<file path="config.mk">
export PLATFORM = sky130hd
export DESIGN_NAME = svm_dot_acc
export DESIGN_NICKNAME = d
export VERILOG_FILES = /design/src/rtl/svm_dot_acc.sv
export SDC_FILE = /design/constraint.sdc
export NUM_CORES = 1
export LEC_CHECK = 0
export ABC_CLOCK_PERIOD_IN_PS = 9200
export CAP_MARGIN = 20
export CORE_AREA = 2 2 227 229
export DETAILED_ROUTE_END_ITERATION = 10
export DIE_AREA = 0 0 229 231
export PLACE_DENSITY = 0.55
export REMOVE_ABC_BUFFERS = 1
export SLEW_MARGIN = 40
export SYNTH_ARGS = -nofsm -noshare
export SYNTH_HDL_FRONTEND = slang
export SYNTH_SLANG_ARGS = --single-unit
</file>
<file path="constraint.sdc">
create_clock -name clk -period 9.2 [get_ports clk]
set_clock_uncertainty 0.15 [all_clocks]
set_input_delay 1.84 -clock clk [delete_from_list [all_inputs] [get_ports clk]]
set_output_delay 1.84 -clock clk [all_outputs]
set_load 0.02 [all_outputs]
</file>
<file path="src/rtl/svm_dot_acc.sv">
// SVM dot-product accumulator: pops packed {feature, weight} words from the ROM-data FIFO,
// multiplies each signed pair and accumulates onto a bias with saturation.
module svm_dot_acc #(
    parameter int DATA_W = 32,
    parameter int ACC_W  = 40,
    parameter int LEN_W  = 16
) (
    input  logic              clk,
    input  logic              reset,
    input  logic              cfg_start,
    input  logic [LEN_W-1:0]  cfg_num_words,
    input  logic [31:0]       cfg_bias,
    input  logic              fifo_empty,
    input  logic [DATA_W-1:0] fifo_rd_data,
    output logic              fifo_pop,
    output logic              busy,
    output logic              result_vld,
    input  logic              result_rdy,
    output logic [ACC_W-1:0]  result_data,
    output logic              result_class,
    output logic              sat_flag
);

    localparam int HALF_W = DATA_W / 2;
    localparam logic signed [ACC_W-1:0] ACC_MAX = {1'b0, {(ACC_W-1){1'b1}}};
    localparam logic signed [ACC_W-1:0] ACC_MIN = {1'b1, {(ACC_W-1){1'b0}}};
    localparam logic [LEN_W-1:0] ONE = {{(LEN_W-1){1'b0}}, 1'b1};

    typedef enum logic [1:0] {IDLE, RUN, DRAIN, DONE} state_t;

    state_t                   state;
    logic [LEN_W-1:0]         remaining;
    logic signed [ACC_W-1:0]  acc;
    logic                     p0_vld;
    logic                     s1_vld;
    logic                     s2_vld;
    logic signed [HALF_W-1:0] s1_feature;
    logic signed [HALF_W-1:0] s1_weight;
    logic signed [DATA_W-1:0] s2_prod;

    logic signed [DATA_W-1:0] prod;
    logic signed [ACC_W:0]    sum_wide;
    logic                     add_ovf;
    logic signed [ACC_W-1:0]  acc_add;
    logic signed [ACC_W-1:0]  acc_next;
    logic                     sat_hit;
    logic signed [ACC_W-1:0]  bias_ext;
    logic                     start_ok;

    assign start_ok = (state == IDLE) && cfg_start;
    assign bias_ext = {{(ACC_W-32){cfg_bias[31]}}, cfg_bias};
    assign fifo_pop = (state == RUN) && !fifo_empty && (remaining != '0);

    assign prod = s1_feature * s1_weight;

    // One guard bit detects signed overflow of the accumulate; clamp toward the overflow direction.
    assign sum_wide = {acc[ACC_W-1], acc} + {{(ACC_W-DATA_W+1){s2_prod[DATA_W-1]}}, s2_prod};
    assign add_ovf  = sum_wide[ACC_W] != sum_wide[ACC_W-1];
    assign acc_add  = add_ovf ? (sum_wide[ACC_W] ? ACC_MIN : ACC_MAX) : sum_wide[ACC_W-1:0];
    assign acc_next = s2_vld ? acc_add : acc;
    assign sat_hit  = s2_vld && add_ovf;

    // p0_vld marks the cycle in which fifo_rd_data carries the word popped one cycle earlier.
    always_ff @(posedge clk or posedge reset) begin
        if (reset) begin
            p0_vld     <= 1'b0;
            s1_vld     <= 1'b0;
            s2_vld     <= 1'b0;
            s1_feature <= '0;
            s1_weight  <= '0;
            s2_prod    <= '0;
        end else begin
            p0_vld <= fifo_pop;
            s1_vld <= p0_vld;
            s2_vld <= s1_vld;
            if (p0_vld) begin
                s1_feature <= fifo_rd_data[DATA_W-1:HALF_W];
                s1_weight  <= fifo_rd_data[HALF_W-1:0];
            end
            if (s1_vld) begin
                s2_prod <= prod;
            end
        end
    end

    always_ff @(posedge clk or posedge reset) begin
        if (reset) begin
            acc      <= '0;
            sat_flag <= 1'b0;
        end else if (start_ok) begin
            acc      <= bias_ext;
            sat_flag <= 1'b0;
        end else begin
            acc <= acc_next;
            if (sat_hit) begin
                sat_flag <= 1'b1;
            end
        end
    end

    always_ff @(posedge clk or posedge reset) begin
        if (reset) begin
            state        <= IDLE;
            remaining    <= '0;
            busy         <= 1'b0;
            result_vld   <= 1'b0;
            result_data  <= '0;
            result_class <= 1'b0;
        end else begin
            case (state)
                IDLE: begin
                    if (cfg_start) begin
                        remaining <= cfg_num_words;
                        busy      <= 1'b1;
                        if (cfg_num_words == '0) begin
                            state        <= DONE;
                            result_vld   <= 1'b1;
                            result_data  <= bias_ext;
                            result_class <= ~cfg_bias[31];
                        end else begin
                            state <= RUN;
                        end
                    end
                end
                RUN: begin
                    if (fifo_pop) begin
                        remaining <= remaining - ONE;
                        if (remaining == ONE) begin
                            state <= DRAIN;
                        end
                    end
                end
                DRAIN: begin
                    // Once nothing is left upstream of stage 2, this edge commits the final add.
                    if (!p0_vld && !s1_vld) begin
                        state        <= DONE;
                        result_vld   <= 1'b1;
                        result_data  <= acc_next;
                        result_class <= ~acc_next[ACC_W-1];
                    end
                end
                DONE: begin
                    if (result_rdy) begin
                        result_vld <= 1'b0;
                        busy       <= 1'b0;
                        state      <= IDLE;
                    end
                end
                default: state <= IDLE;
            endcase
        end
    end

endmodule

</file>
; Yosys cells after proc, flatten, opt, wreduce, memory -nomap -nowiden
; Index checks and enable logic that the tools add are counted.
[totals]
regBits = 169
inputBits = 85
output_inout_bits = 45
word_cells = 82
[op_classes]
add_sub_neg = 2
mul = 1
n_eq_ne = 11
mux = 31
bitwise = 2
n_reduce_logical = 21
[ops]
columns = cell, count
row1 = 40-bit 2-to-1 mux, 7
row2 = 40-bit case mux with 2 select lines, 1
row3 = 40-bit by 32-bit adder with 41-bit output, 1
row4 = 16-bit by 16-bit multiplier with 32-bit output, 1
row5 = 16-bit 2-to-1 mux, 2
row6 = 16-bit case mux with 2 select lines, 1
row7 = 16-bit by 1-bit == test with 1-bit output (second input constant), 1
row8 = 16-bit logical NOT, 1
row9 = 16-bit nonzero test, 1
row10 = 16-bit by 1-bit subtractor with 16-bit output (second input constant), 1
row11 = 2-bit 2-to-1 mux, 6
row12 = 1-bit 2-to-1 mux, 10
row13 = 5-bit AND reduction, 2
row14 = 2-bit != test (second input constant), 4
row15 = 2-bit case mux with 4 select lines, 1
row16 = 2-bit nonzero test, 4
row17 = 3-bit AND reduction, 2
row18 = 1-bit logical AND, 5
row19 = 2-bit == test (second input constant), 2
row20 = 2-bit by 1-bit != test with 1-bit output (second input constant), 2
row21 = 1-bit case mux with 2 select lines, 2
row22 = 4-bit AND reduction, 1
row23 = 1-bit logical NOT, 3
row24 = 1-bit case mux with 3 select lines, 1
row25 = 5 further kinds, 6

; Depth between registers and ports, before layout
[depth]
depth_word = 7
mapped_depth = 26

; Worst setup path before layout
; Ideal clock, no wire load.
[synth_path]
path_type = flip-flop to flip-flop
startpoint = register s1_weight[8]
endpoint = register s2_prod[29]
setup_time_ps = 125
t_arrival_ps = 6402
t_required_ps = 8925
path_slack_ps = 2523
stages_incl_launch_ff = 27
synth_period_minus_slack_ps = 6677
cell_sequence = dfrtp_1 clkbuf_1 clkbuf_1 nand2_1 fa_1 inv_1 fa_1 inv_1 fa_1 inv_1 fa_1 fa_1 inv_1 fa_1 inv_1 ha_1 buf_6 a21o_1 a21o_1 a21o_1 a21o_1 a21o_1 o2111a_1 or4_4 a21oi_2 xnor2_1 mux2_4
[synth_via]
elab_chain_cells = 1
[synth_rtl]
columns = item, line
row1 = start: declaration, 38  ; logic signed [HALF_W-1:0] s1_weight;
row2 = start signal: assignment, 78  ; s1_weight <= fifo_rd_data[HALF_W-1:0];
row3 = 16-bit by 16-bit multiplier with 32-bit output, 54  ; assign prod = s1_feature * s1_weight;
row4 = end signal: assignment, 81  ; s2_prod <= prod;
row5 = end: declaration, 39  ; logic signed [DATA_W-1:0] s2_prod;
; No other way between the ends.
; A chain may end at the register's enable or synchronous reset.

; Final worst setup path
[layout_path]
startpoint = register s1_feature[7]
endpoint = register s2_prod[29]
[layout_via]
elab_chain_cells = 1
[layout_rtl]
columns = item, line
row1 = start: declaration, 37  ; logic signed [HALF_W-1:0] s1_feature;
row2 = start signal: assignment, 77  ; s1_feature <= fifo_rd_data[DATA_W-1:HALF_W];
row3 = 16-bit by 16-bit multiplier with 32-bit output, 54
; No other way between the ends.

==> results.toml <==
[clock_network]
numCtsBuffers = 17
clk_latency_ns = 0.50
post_cts_buffers = 0
cts_resized = 0
root_buffer = "clkbuf_16"
cts_hold_buf = 0
cts_max_level = 4
clk_pin_slew_ns = 0.07
clk_path_buf_depth = 2
cts.sinks = 169
cts_tree = "yes"

[yosys]
synth-seq-cells = 169
synth_top_cell_area_share_pct = 26.4
synthTopCellsByCount = "329 x inv_1, 263 x fa_1, 238 x nand2_1"
ys.flop_type = "dfrtp_1"
synthCells = 2207
post-synth-top-count-cell = "inv_1"
syn_avg_cell_area_um2 = 9.05
yosysWarnings = 0
yosysSeqAreaShare_pct = 21.2
ys_types = 72
yosys.area.top_type = "fa_1"
synth_area_leaders = "fa_1 26%, dfrtp_1 21%, ha_1 8.0%, inv_1 6.2%, nand2_1 4.5%"
synth-async-reset-ratio_pct = 100
synth-edff-count = 0
synth_area_um2 = 20000

[timing]
rsz0062_at_grt = "false"
slew_headroom_pct = 47.2
setup_viol = 0
tns_ns = 0
fmax_mhz = 143
period_share_pct = 75.8
slew_violations = 0
fin_crit_ns = 6.97
timing.final.ws_setup_ns = 2.23
hold_violations = 0
worst_pin_slew_ns = 0.781

[worst_setup_path]
cp_max_fo = 17
slowest_delay_ns = 0.73
cp_num_buf_inv = 5
critPathLaunchType = "register"
crit_type = "reg2reg"
required_ns = 9.43
cp_slowest_cell = "dfrtp_1"
crit_path_cell_trace = "nand2_1, fa_1, inv_1, fa_1, inv_1, fa_1, inv_1, fa_1, fa_1, inv_1, fa_1, inv_1, ha_1, a21o_1, a21o_1, a21o_1, a21o_1, a21o_1, o2111a_1, or4_4, a21oi_2, xnor2_1, mux2_4"
endpoint_kind = "register"
reg2reg_from = "s1_feature[7]$_DFFE_PP0P_"
critPathTopFamily = "adder cells"
crit_arrival_ns = 7.20
cpMostUsedCell = "fa_1"
crit_path_start = "s1_feature[7]$_DFFE_PP0P_"

[placement]
numPlacedInstances = 2930
hpwl_um = 42000
port_buffers = 129
routabilityCongestion = 0.881
post-place-ws_ns = 2.20

[detailed_routing]
postRouteAntennaNets = 0
vias = 15800
drtIter0Drc = 957
firstDrtPassIters = 5
viasPerCell = 5.34
wirelength_um = 54400
wl_per_cell_um = 18.4
drc_errors = 0

[run_status]
status = "completed"

[cells_and_area]
fillers = 5074
area_growth_pct = 12.5
drive_above_1_share_pct = 5.61
fin_util_pct = 44.3
area.sequential_um2 = 4230
multi_input_area_um2 = 14100
fin_nets = 2745
instances_no_fill = 2963

[global_routing]
grt.total_usage_pct = 21.1
grt_pass1_vias = 16200
antenna_found_initial = 2
grt_max_degree = 63
grt.overflow.total = 0
grt_pass1_wl_um = 87000

[floorplan]
design.die.area_um2 = 52900
coreArea_um2 = 50700
fp.dieW_um = 229
rows = 83
die_height_um = 231
ioPinCount = 130
start_util_pct = 39.4

[run]
cap_viol_max_count = 0

[hold_path]
min_from = "result_data[11]$_DFFE_PP0P_"
hold_class = "reg2reg"
## sequential cells by signal (all words and copies together), names as in the netlist
name / cells
acc: 40
result_data: 40
s2_prod: 32
remaining: 16
s1_feature: 16
s1_weight: 16
state: 2
busy: 1
p0_vld: 1
result_class: 1
result_vld: 1
s1_vld: 1
s2_vld: 1
sat_flag: 1
## final cells by class
cell class	instances	area share, %
multi-input cells	1606	62.8
flip-flops and latches	169	18.8
repair buffers	144	6.35
inverters	331	5.56
well taps	680	3.79
clock buffers	23	2.17
clock inverters	9	0.468
diodes	1	0.0111
## final timing paths
kind / end / slack, ns / depth (start not counted)
worst min register to register: result_data[11]$_DFFE_PP0P_ / 0.33 / 2
worst max register to register: s2_prod[29]$_DFFE_PP0P_ / 2.23 / 23
worst max-delay path: s2_prod[29]$_DFFE_PP0P_ / 2.23 / 23
worst min-delay path: result_data[11]$_DFFE_PP0P_ / 0.33 / 2
min in group asynchronous: s2_prod[30]$_DFFE_PP0P_ / 1.65 / 2
max in group asynchronous: result_class$_DFFE_PP0P_ / 6.32 / 3
## logic make-up after synthesis
logic type | after synthesis | synth area share [%]
muxes | 62 | 3.55
adders and majority gates | 392 | 34.4
and+or+nand+nor | 600 | 14.2
buffers and inverters | 432 | 8.33
AOI/OAI and AO/OA | 481 | 15.2
DFF | 169 | 21.2
xor gates and xnor gates | 71 | 3.15
## placed cells by master (no fill, tap or decap), types with 10 or more instances in the layout
| cell | synthesis | layout |
|---|---|---|
| o21ai_0 | 89 | 89 |
| o21bai_1 | 14 | 14 |
| buf_4 | 2 | 13 |
| a31oi_1 | 14 | 14 |
| xnor2_1 | 46 | 46 |
| a21o_1 | 52 | 51 |
| nor3_1 | 15 | 15 |
| ha_1 | 128 | 128 |
| dfrtp_1 | 169 | 169 |
| mux2_2 | 57 | 57 |
| clkdlybuf4s50_1 | 0 | 129 |
| nor4_1 | 10 | 10 |
| nand2b_1 | 17 | 17 |
| o2111ai_1 | 22 | 22 |
| o211ai_1 | 11 | 11 |
| nor2_1 | 114 | 114 |
| o21ai_1 | 14 | 13 |
| o22a_1 | 12 | 12 |
| xor2_1 | 24 | 24 |
| nand3_1 | 36 | 36 |
| nand2_1 | 238 | 237 |
| a21oi_1 | 157 | 156 |
| and3_1 | 11 | 11 |
| o22ai_1 | 20 | 20 |
| a211oi_1 | 22 | 21 |
| and2_1 | 124 | 124 |
| clkbuf_16 | 0 | 17 |
| fa_1 | 263 | 263 |
| inv_1 | 329 | 328 |
## through the flow
stage	hold WS [ns]	cell area [µm²]
2_1_floorplan	0.323	19600
3_3_place_gp	0.314	21800
3_5_place_dp	0.326	21900
4_1_cts	0.342	22500
5_1_grt	0.371	22500
6_report	0.331	22500
## layer usage
metal  GRT usage (%)  part of all wire [%]
met1            28.1                    45
met2            35.2                    49
met5               0                     0
met4            7.45                   2.3
met3            2.94                   3.6
## worst reg2reg max path, cell delays in order (launching register included)
cell and delay (ns):
dfrtp_1 0.73, nand2_1 0.18, fa_1 0.58, inv_1 0.06, fa_1 0.51, inv_1 0.06
fa_1 0.53, inv_1 0.05, fa_1 0.44, fa_1 0.49, inv_1 0.05, fa_1 0.47
inv_1 0.04, ha_1 0.37, a21o_1 0.20, a21o_1 0.17, a21o_1 0.17, a21o_1 0.18
a21o_1 0.22, o2111a_1 0.25, or4_4 0.50, a21oi_2 0.16, xnor2_1 0.07, mux2_4 0.25
Power is not shown: default switching activity piles up to over one toggle a cycle in this logic, so the estimate is an artifact.
